`src/rtl/mem_fabric_arb_if.sv`:
```
// Core/memory-side bus bundle for mem_fabric_arb.
// The fabric connects through the slave modport and the core/memory side through master.
interface mem_fabric_arb_if #(
   parameter int unsigned W  = 64,
   parameter int unsigned NR = 4
);
   logic            i_f_req;
   logic [W-1:0]    i_f_addr;
   logic            o_f_rdy;
   logic [31:0]     o_f_instr;
   logic            o_f_bad;
   logic            i_d_req;
   logic            i_d_we;
   logic [W-1:0]    i_d_addr;
   logic [W-1:0]    i_d_wdata;
   logic [1:0]      i_d_size;
   logic            o_d_rdy;
   logic [W-1:0]    o_d_rdata;
   logic            o_d_bad_load;
   logic            o_d_bad_store;
   logic [NR-1:0]   o_r_sel;
   logic [W-1:0]    o_r_addr;
   logic            o_r_we;
   logic [W-1:0]    o_r_wdata;
   logic [1:0]      o_r_size;
   logic [NR*W-1:0] i_r_rdata;

   modport slave (
      input  i_f_req, i_f_addr, i_d_req, i_d_we, i_d_addr, i_d_wdata, i_d_size, i_r_rdata,
      output o_f_rdy, o_f_instr, o_f_bad, o_d_rdy, o_d_rdata, o_d_bad_load, o_d_bad_store,
             o_r_sel, o_r_addr, o_r_we, o_r_wdata, o_r_size
   );

   modport master (
      output i_f_req, i_f_addr, i_d_req, i_d_we, i_d_addr, i_d_wdata, i_d_size, i_r_rdata,
      input  o_f_rdy, o_f_instr, o_f_bad, o_d_rdy, o_d_rdata, o_d_bad_load, o_d_bad_store,
             o_r_sel, o_r_addr, o_r_we, o_r_wdata, o_r_size
   );
endinterface

```
`src/rtl/mem_fabric_arb.sv`:
```
// Fetch/data arbiter onto a shared region bus with window decode, permissions,
// per-region wait states and a registered one-cycle response.
module mem_fabric_arb #(
   parameter logic [1:0]                             XLEN        = 2'b10,
   parameter int unsigned                            NUM_REGIONS = 4,
   parameter logic [NUM_REGIONS*(1<<(XLEN+4))-1:0]   REGION_BASE = {64'h4000, 64'h2000, 64'h1000, 64'h0},
   parameter logic [NUM_REGIONS*(1<<(XLEN+4))-1:0]   REGION_END  = {64'h40FF, 64'h3FFF, 64'h1FFF, 64'h0FFF},
   parameter logic [NUM_REGIONS*4-1:0]               REGION_WAIT = {4'd3, 4'd0, 4'd1, 4'd0},
   parameter logic [NUM_REGIONS-1:0]                 REGION_RO   = 4'b0011,
   parameter logic [NUM_REGIONS-1:0]                 REGION_X    = 4'b0001
) (
   input  logic            i_clk,
   input  logic            i_rst,
   input  logic            i_clk_en,
   mem_fabric_arb_if.slave bus
);
   localparam int unsigned W  = 1 << (XLEN + 4);
   localparam int unsigned IW = (NUM_REGIONS > 1) ? $clog2(NUM_REGIONS) : 1;

   typedef enum logic [1:0] {ST_IDLE, ST_BUSY, ST_RESP} state_e;

   state_e           state_q, state_d;
   logic [3:0]       cnt_q, cnt_d;
   logic             own_f_q, own_f_d;
   logic [W-1:0]     off_q, off_d;
   logic [W-1:0]     wdata_q, wdata_d;
   logic [W-1:0]     rdata_q, rdata_d;
   logic             we_q, we_d;
   logic [1:0]       size_q, size_d;
   logic [IW-1:0]    idx_q, idx_d;
   logic             bad_q, bad_d;
   logic             fair_q, fair_d;
   logic             f_rdy_q, f_rdy_d;
   logic [31:0]      f_instr_q, f_instr_d;
   logic             f_bad_q, f_bad_d;
   logic             d_rdy_q, d_rdy_d;
   logic [W-1:0]     d_rdata_q, d_rdata_d;
   logic             bad_ld_q, bad_ld_d;
   logic             bad_st_q, bad_st_d;

   logic             take_f;
   logic [W-1:0]     req_addr;
   logic             hit;
   logic [IW-1:0]    hit_idx;
   logic [W-1:0]     hit_base;
   logic             misalign;
   logic             req_bad;
   logic             busy;

   // Arbitration and decode of whichever request would win this cycle.
   always_comb begin
      take_f   = bus.i_f_req && (!bus.i_d_req || fair_q);
      req_addr = take_f ? bus.i_f_addr : bus.i_d_addr;
      hit      = 1'b0;
      hit_idx  = '0;
      hit_base = '0;
      for (int unsigned i = 0; i < NUM_REGIONS; i++) begin
         if (!hit && req_addr >= REGION_BASE[i*W +: W] && req_addr <= REGION_END[i*W +: W]) begin
            hit      = 1'b1;
            hit_idx  = IW'(i);
            hit_base = REGION_BASE[i*W +: W];
         end
      end
      unique case (bus.i_d_size)
         2'd0:    misalign = 1'b0;
         2'd1:    misalign = req_addr[0];
         2'd2:    misalign = |req_addr[1:0];
         default: misalign = (|req_addr[2:0]) || (XLEN == 2'b01);
      endcase
      if (!hit)
         req_bad = 1'b1;
      else if (take_f)
         req_bad = !REGION_X[hit_idx] || (req_addr[1:0] != 2'b00);
      else
         req_bad = misalign || (bus.i_d_we && REGION_RO[hit_idx]);
   end

   always_comb begin
      state_d   = state_q;
      cnt_d     = cnt_q;
      own_f_d   = own_f_q;
      off_d     = off_q;
      wdata_d   = wdata_q;
      rdata_d   = rdata_q;
      we_d      = we_q;
      size_d    = size_q;
      idx_d     = idx_q;
      bad_d     = bad_q;
      fair_d    = fair_q;
      f_rdy_d   = 1'b0;
      f_instr_d = '0;
      f_bad_d   = 1'b0;
      d_rdy_d   = 1'b0;
      d_rdata_d = '0;
      bad_ld_d  = 1'b0;
      bad_st_d  = 1'b0;
      unique case (state_q)
         ST_IDLE: begin
            if (bus.i_f_req || bus.i_d_req) begin
               own_f_d = take_f;
               off_d   = req_addr - hit_base;
               wdata_d = take_f ? '0 : bus.i_d_wdata;
               we_d    = take_f ? 1'b0 : bus.i_d_we;
               size_d  = take_f ? 2'd2 : bus.i_d_size;
               idx_d   = hit_idx;
               bad_d   = req_bad;
               rdata_d = '0;
               cnt_d   = REGION_WAIT[hit_idx*4 +: 4];
               fair_d  = take_f ? 1'b0 : (bus.i_f_req ? 1'b1 : fair_q);
               state_d = req_bad ? ST_RESP : ST_BUSY;
            end
         end
         ST_BUSY: begin
            if (cnt_q != 4'd0) begin
               cnt_d = cnt_q - 4'd1;
            end else begin
               rdata_d = bus.i_r_rdata[idx_q*W +: W];
               state_d = ST_RESP;
            end
         end
         ST_RESP: begin
            // Response flops are set on leaving RESP so rdy lands at N+2+WAIT (N+1 when bad).
            state_d = ST_IDLE;
            if (own_f_q) begin
               f_rdy_d   = 1'b1;
               f_instr_d = rdata_q[31:0];
               f_bad_d   = bad_q;
            end else begin
               d_rdy_d   = 1'b1;
               d_rdata_d = rdata_q;
               bad_ld_d  = bad_q && !we_q;
               bad_st_d  = bad_q && we_q;
            end
         end
         default: state_d = ST_IDLE;
      endcase
   end

   always_ff @(posedge i_clk) begin
      if (i_rst) begin
         state_q   <= ST_IDLE;
         cnt_q     <= '0;
         own_f_q   <= 1'b0;
         off_q     <= '0;
         wdata_q   <= '0;
         rdata_q   <= '0;
         we_q      <= 1'b0;
         size_q    <= '0;
         idx_q     <= '0;
         bad_q     <= 1'b0;
         fair_q    <= 1'b0;
         f_rdy_q   <= 1'b0;
         f_instr_q <= '0;
         f_bad_q   <= 1'b0;
         d_rdy_q   <= 1'b0;
         d_rdata_q <= '0;
         bad_ld_q  <= 1'b0;
         bad_st_q  <= 1'b0;
      end else if (i_clk_en) begin
         state_q   <= state_d;
         cnt_q     <= cnt_d;
         own_f_q   <= own_f_d;
         off_q     <= off_d;
         wdata_q   <= wdata_d;
         rdata_q   <= rdata_d;
         we_q      <= we_d;
         size_q    <= size_d;
         idx_q     <= idx_d;
         bad_q     <= bad_d;
         fair_q    <= fair_d;
         f_rdy_q   <= f_rdy_d;
         f_instr_q <= f_instr_d;
         f_bad_q   <= f_bad_d;
         d_rdy_q   <= d_rdy_d;
         d_rdata_q <= d_rdata_d;
         bad_ld_q  <= bad_ld_d;
         bad_st_q  <= bad_st_d;
      end
   end

   assign busy              = (state_q == ST_BUSY);
   assign bus.o_r_sel       = busy ? (NUM_REGIONS'(1) << idx_q) : '0;
   assign bus.o_r_addr      = busy ? off_q : '0;
   assign bus.o_r_wdata     = busy ? wdata_q : '0;
   assign bus.o_r_size      = busy ? size_q : '0;
   assign bus.o_r_we        = busy && (cnt_q == 4'd0) && we_q;
   assign bus.o_f_rdy       = f_rdy_q;
   assign bus.o_f_instr     = f_instr_q;
   assign bus.o_f_bad       = f_bad_q;
   assign bus.o_d_rdy       = d_rdy_q;
   assign bus.o_d_rdata     = d_rdata_q;
   assign bus.o_d_bad_load  = bad_ld_q;
   assign bus.o_d_bad_store = bad_st_q;
endmodule

```
`src/flat_wrapper.sv`:
```
// flat-port wrapper written by rule: the top's interface ports become plain ports
module mem_fabric_arb_flat 
#(
   parameter logic [1:0]                             XLEN        = 2'b10,
   parameter int unsigned                            NUM_REGIONS = 4,
   parameter logic [NUM_REGIONS*(1<<(XLEN+4))-1:0]   REGION_BASE = {64'h4000, 64'h2000, 64'h1000, 64'h0},
   parameter logic [NUM_REGIONS*(1<<(XLEN+4))-1:0]   REGION_END  = {64'h40FF, 64'h3FFF, 64'h1FFF, 64'h0FFF},
   parameter logic [NUM_REGIONS*4-1:0]               REGION_WAIT = {4'd3, 4'd0, 4'd1, 4'd0},
   parameter logic [NUM_REGIONS-1:0]                 REGION_RO   = 4'b0011,
   parameter logic [NUM_REGIONS-1:0]                 REGION_X    = 4'b0001
)
  (i_clk, i_rst, i_clk_en, bus_i_f_req, bus_i_f_addr, bus_i_d_req, bus_i_d_we, bus_i_d_addr, bus_i_d_wdata, bus_i_d_size, bus_i_r_rdata, bus_o_f_rdy, bus_o_f_instr, bus_o_f_bad, bus_o_d_rdy, bus_o_d_rdata, bus_o_d_bad_load, bus_o_d_bad_store, bus_o_r_sel, bus_o_r_addr, bus_o_r_we, bus_o_r_wdata, bus_o_r_size);
  mem_fabric_arb_if #(.W((64)), .NR((4))) bus_i ();
  input  logic i_clk;
  input  logic i_rst;
  input  logic i_clk_en;
  input wire logic [$bits(bus_i.i_f_req)-1:0] bus_i_f_req;
  input wire logic [$bits(bus_i.i_f_addr)-1:0] bus_i_f_addr;
  input wire logic [$bits(bus_i.i_d_req)-1:0] bus_i_d_req;
  input wire logic [$bits(bus_i.i_d_we)-1:0] bus_i_d_we;
  input wire logic [$bits(bus_i.i_d_addr)-1:0] bus_i_d_addr;
  input wire logic [$bits(bus_i.i_d_wdata)-1:0] bus_i_d_wdata;
  input wire logic [$bits(bus_i.i_d_size)-1:0] bus_i_d_size;
  input wire logic [$bits(bus_i.i_r_rdata)-1:0] bus_i_r_rdata;
  output wire logic [$bits(bus_i.o_f_rdy)-1:0] bus_o_f_rdy;
  output wire logic [$bits(bus_i.o_f_instr)-1:0] bus_o_f_instr;
  output wire logic [$bits(bus_i.o_f_bad)-1:0] bus_o_f_bad;
  output wire logic [$bits(bus_i.o_d_rdy)-1:0] bus_o_d_rdy;
  output wire logic [$bits(bus_i.o_d_rdata)-1:0] bus_o_d_rdata;
  output wire logic [$bits(bus_i.o_d_bad_load)-1:0] bus_o_d_bad_load;
  output wire logic [$bits(bus_i.o_d_bad_store)-1:0] bus_o_d_bad_store;
  output wire logic [$bits(bus_i.o_r_sel)-1:0] bus_o_r_sel;
  output wire logic [$bits(bus_i.o_r_addr)-1:0] bus_o_r_addr;
  output wire logic [$bits(bus_i.o_r_we)-1:0] bus_o_r_we;
  output wire logic [$bits(bus_i.o_r_wdata)-1:0] bus_o_r_wdata;
  output wire logic [$bits(bus_i.o_r_size)-1:0] bus_o_r_size;
  assign bus_i.i_f_req = bus_i_f_req;
  assign bus_i.i_f_addr = bus_i_f_addr;
  assign bus_i.i_d_req = bus_i_d_req;
  assign bus_i.i_d_we = bus_i_d_we;
  assign bus_i.i_d_addr = bus_i_d_addr;
  assign bus_i.i_d_wdata = bus_i_d_wdata;
  assign bus_i.i_d_size = bus_i_d_size;
  assign bus_i.i_r_rdata = bus_i_r_rdata;
  assign bus_o_f_rdy = bus_i.o_f_rdy;
  assign bus_o_f_instr = bus_i.o_f_instr;
  assign bus_o_f_bad = bus_i.o_f_bad;
  assign bus_o_d_rdy = bus_i.o_d_rdy;
  assign bus_o_d_rdata = bus_i.o_d_rdata;
  assign bus_o_d_bad_load = bus_i.o_d_bad_load;
  assign bus_o_d_bad_store = bus_i.o_d_bad_store;
  assign bus_o_r_sel = bus_i.o_r_sel;
  assign bus_o_r_addr = bus_i.o_r_addr;
  assign bus_o_r_we = bus_i.o_r_we;
  assign bus_o_r_wdata = bus_i.o_r_wdata;
  assign bus_o_r_size = bus_i.o_r_size;
  mem_fabric_arb #(.XLEN(XLEN), .NUM_REGIONS(NUM_REGIONS), .REGION_BASE(REGION_BASE), .REGION_END(REGION_END), .REGION_WAIT(REGION_WAIT), .REGION_RO(REGION_RO), .REGION_X(REGION_X)) u_core (.i_clk(i_clk), .i_rst(i_rst), .i_clk_en(i_clk_en), .bus(bus_i));
endmodule
```
`config.mk`:
```
export PLATFORM = sky130hd
export DESIGN_NAME = mem_fabric_arb_flat
export DESIGN_NICKNAME = d
export VERILOG_FILES = /design/src/rtl/mem_fabric_arb_if.sv /design/src/rtl/mem_fabric_arb.sv /design/src/flat_wrapper.sv
export SDC_FILE = /design/constraint.sdc
export NUM_CORES = 1
export LEC_CHECK = 0
export CORE_AREA = 2 2 266 268
export DETAILED_ROUTE_END_ITERATION = 6
export DIE_AREA = 0 0 268 270
export GPL_TIMING_DRIVEN = 0
export PLACE_DENSITY = 0.47
export SLEW_MARGIN = 20
export SYNTH_ARGS = -nofsm -noshare
export SYNTH_HDL_FRONTEND = slang
export SYNTH_SLANG_ARGS = --single-unit
```
`constraint.sdc`:
```
create_clock -name i_clk -period 6.75 [get_ports i_clk]
set_input_delay 1.35 -clock i_clk [delete_from_list [all_inputs] [get_ports i_clk]]
set_output_delay 1.35 -clock i_clk [all_outputs]
set_load 0.03 [all_outputs]
```
==> flow_summary.json <==
{
  "hp-class": "register to register",
  "hold_viol": 0,
  "dp_worst_setup_slack_ps": -1050,
  "tightestPinTransition_ps": 1040,
  "tns_ps": 0,
  "synth-edff-count": 0,
  "cts_buffers": 41,
  "cp_num_buf_inv": 5,
  "drive_above_1_share_pct": 6.90,
  "fin_nets": 2993,
  "max_stage_delay_ps": 580,
  "start_util_pct": 22.2,
  "synth_nets": 2257,
  "dr.pass1.iters": 5,
  "track_usage_pct": 23.2,
  "power.density_mw_per_mm2": 194,
  "status": "finished clean",
  "worst-setup-path-type": "input port to register",
  "critPathMaxFanout": 10,
  "detail_route.vias_per_cell": 4.89,
  "ir_drop_uv": 163,
  "netlist.area_leader.share_pct": 39.7,
  "boundaryPins": 692,
  "syn_inst": 1795,
  "wire_per_inst_um": 24.8,
  "cp_data_arrival_time_ps": 6790,
  "std_cell_rows": 97,
  "rsz0062_at_grt": "no",
  "fin_ws_ps": 403,
  "crit_path_top_delay_cell": "o31ai_1",
  "crit_chain": "clkdlybuf4s50_1 -> clkbuf_1 -> nand2_1 -> buf_2 -> o31ai_1 -> nand4_1 -> nor2_1 -> nand3_1 -> ha_1 -> nor2b_1 -> o21ai_0 -> o211ai_1 -> buf_4 -> nor4b_4 -> buf_2 -> nand3_1 -> xnor2_1 -> o21ai_0",
  "path_delay_family": "buffers and inverters",
  "post-route-period-util_pct": 94.0,
  "grt_pass1_wl_um": 122000,
  "cts_tree": "done",
  "clockBufferDepth": 3,
  "synth_area_mm2": 0.0155,
  "power.static_leakage_nw": 8.60,
  "dp_hpwl_um": 71000,
  "synth_area_per_cell_um2": 8.62,
  "ys_top_cells_by_area": "dfxtp_1 40%, mux4_2 9.3%, a22oi_1 7.9%",
  "grt_overflow": 0,
  "antenna_found_initial": 21,
  "synth-async-reset-ratio_pct": 0,
  "cp.required_ps": 7190,
  "drc_errors": 0,
  "first_global_vias": 17300,
  "drtAntennaViolNets": 0,
  "area_delta_synth_final_pct": 61.7,
  "clock-root-buffer": "clkbuf_16",
  "cts.sinks": 307,
  "ys_seq_area_share_pct": 39.7,
  "critPathLaunchType": "input port",
  "ys_warn_count": 0,
  "drv_slew": 0,
  "fmax_mhz": 158,
  "clk_latency_ps": 580,
  "routabilityCongestion": 0.974,
  "max-cap-violations": 0,
  "die_w_um": 268,
  "period_needed_ps": 6350,
  "die_y_um": 270,
  "port_buffers": 690,
  "synth_area_leader_cell": "dfxtp_1",
  "synth_ff_type": "dfxtp_1",
  "core_mm2": 0.0695,
  "wirelength_um": 87200,
  "setup_viol": 0,
  "clk_pin_slew_ps": 60,
  "skew_ps": 36.1,
  "drt_iter0_drc": 1058,
  "grt_max_degree": 20,
  "vias": 17200,
  "end_kind": "register",
  "die_area_mm2": 0.0724,
  "cts_max_level": 2,
  "maxSlewHeadroom_pct": 30.5,
  "ys_seq_elements": 307,
  "yosysUniqueCellTypes": 73
}
cells by family after synthesis:
group                    synth area share, %
AND/OR/NAND/NOR                         24.2
AO/OA/AOI/OAI                           18.0
flip-flops                              39.7
buffers and inverters                   4.19
multiplexers                            11.8
XOR/XNOR                                1.59
adder cells (fa/ha/maj)                0.534
area by class of cell:
| class | count | area [um2] |
|---|---|---|
| antenna | 10 | 25.0 |
| buffer | 154 | 614 |
| clock buffer | 53 | 1130 |
| clock inverter | 23 | 246 |
| fill | 7139 | 44500 |
| inverter | 10 | 37.5 |
| multi-input combinational | 1323 | 8700 |
| sequential | 307 | 6150 |
| tap | 940 | 1180 |
| timing repair buffer | 694 | 6940 |
worst paths after layout:
check	depth (start not counted)	startpoint	end	slack [ps]
min	2	u_core.off_q[15]	u_core.off_q[15]	450
max	18	bus_i_f_req	u_core.off_q[49]	400
min reg2reg	2	u_core.off_q[15]	u_core.off_q[15]	450
max reg2reg	17	u_core.fair_q	u_core.off_q[49]	1440
report_power, final:
group          internal (mW)  switching (mW)  leakage, nW  total (mW)
combinational          0.363           0.379         5.44       0.742
clock                   1.28           0.936        0.662        2.22
sequential              1.87          0.0293         2.49        1.90
metal layers:
metal	GRT usage [%]	wire, um
met5	0	48
met4	8.29	2810
met3	5.46	6420
met2	39.2	42100
met1	28.7	35800
layout by cell type, fill, tap and decap left out, types with 10 or more instances in the layout:
cell type          n
a21oi_1          116
a22oi_1          162
a311oi_1          17
and2_1           130
buf_1             19
buf_2             13
clkbuf_1         121
clkbuf_16         41
clkdlybuf4s50_1  690
dfxtp_1          307
diode_2           10
mux2i_1           36
mux4_2            64
nand2_1          237
nand3_1           32
nand3b_1          18
nand4_1           14
nor2_1           228
nor3_1            44
nor3b_1           10
o211ai_1          14
o21ai_0           30
or3_1             18
xnor2_1           15
xor2_1            13
tightest hold or removal path: stages, from the launching register on:
cell and delay, ps:
dfxtp_1 300, nand2_1 50, a21oi_1 50
synth_stat cells, drive strengths merged (4+ instances only):
cell     count
or3         19
o21ai       31
a22oi      162
a21oi      116
buf         35
a311oi      17
o31a         4
nand4       15
nor4        10
a211oi       7
o31ai       10
nor4b        4
mux2i       36
nor2       231
clkbuf     120
and3         9
a21o         4
and2       130
xor2        13
ha           5
dfxtp      307
or4         10
o211ai      14
nand3       32
nand3b      18
xnor2       15
o21a         4
o2111ai      4
mux4        64
nand2      237
a31oi        4
nor3        44
inv          9
nor3b       10
through the flow:
step                total power, mW  instance area, um2  util, %  hold WS (ps)  cells
floorplan                      2.21               15500        -           427   1795
global placement               2.67               23600     33.9           436   3425
detailed placement             2.67               23600     33.9           442   3425
CTS                            4.91               24900     35.9           448   3500
global route                   5.04               25000     36.0           462   3510
finish                         4.86               25000     36.0           449   3514
timing repair:
action,CTS,global route
hold buffers,0,0
setup endpoints to repair,32,21
resized for setup,4,7
pin swaps,0,1
buffers inserted,0,3
flip-flops by register name (all words and copies together), names as in the netlist, 2 cells and up:
name and cells:
u_core.bus.o_d_rdata 64, u_core.bus.o_f_instr 32, u_core.cnt_q 4, u_core.idx_q 2
u_core.off_q 64, u_core.rdata_q 64, u_core.size_q 2, u_core.state_q 2
u_core.wdata_q 64
Note: power is estimated with default switching activity, not from simulation.
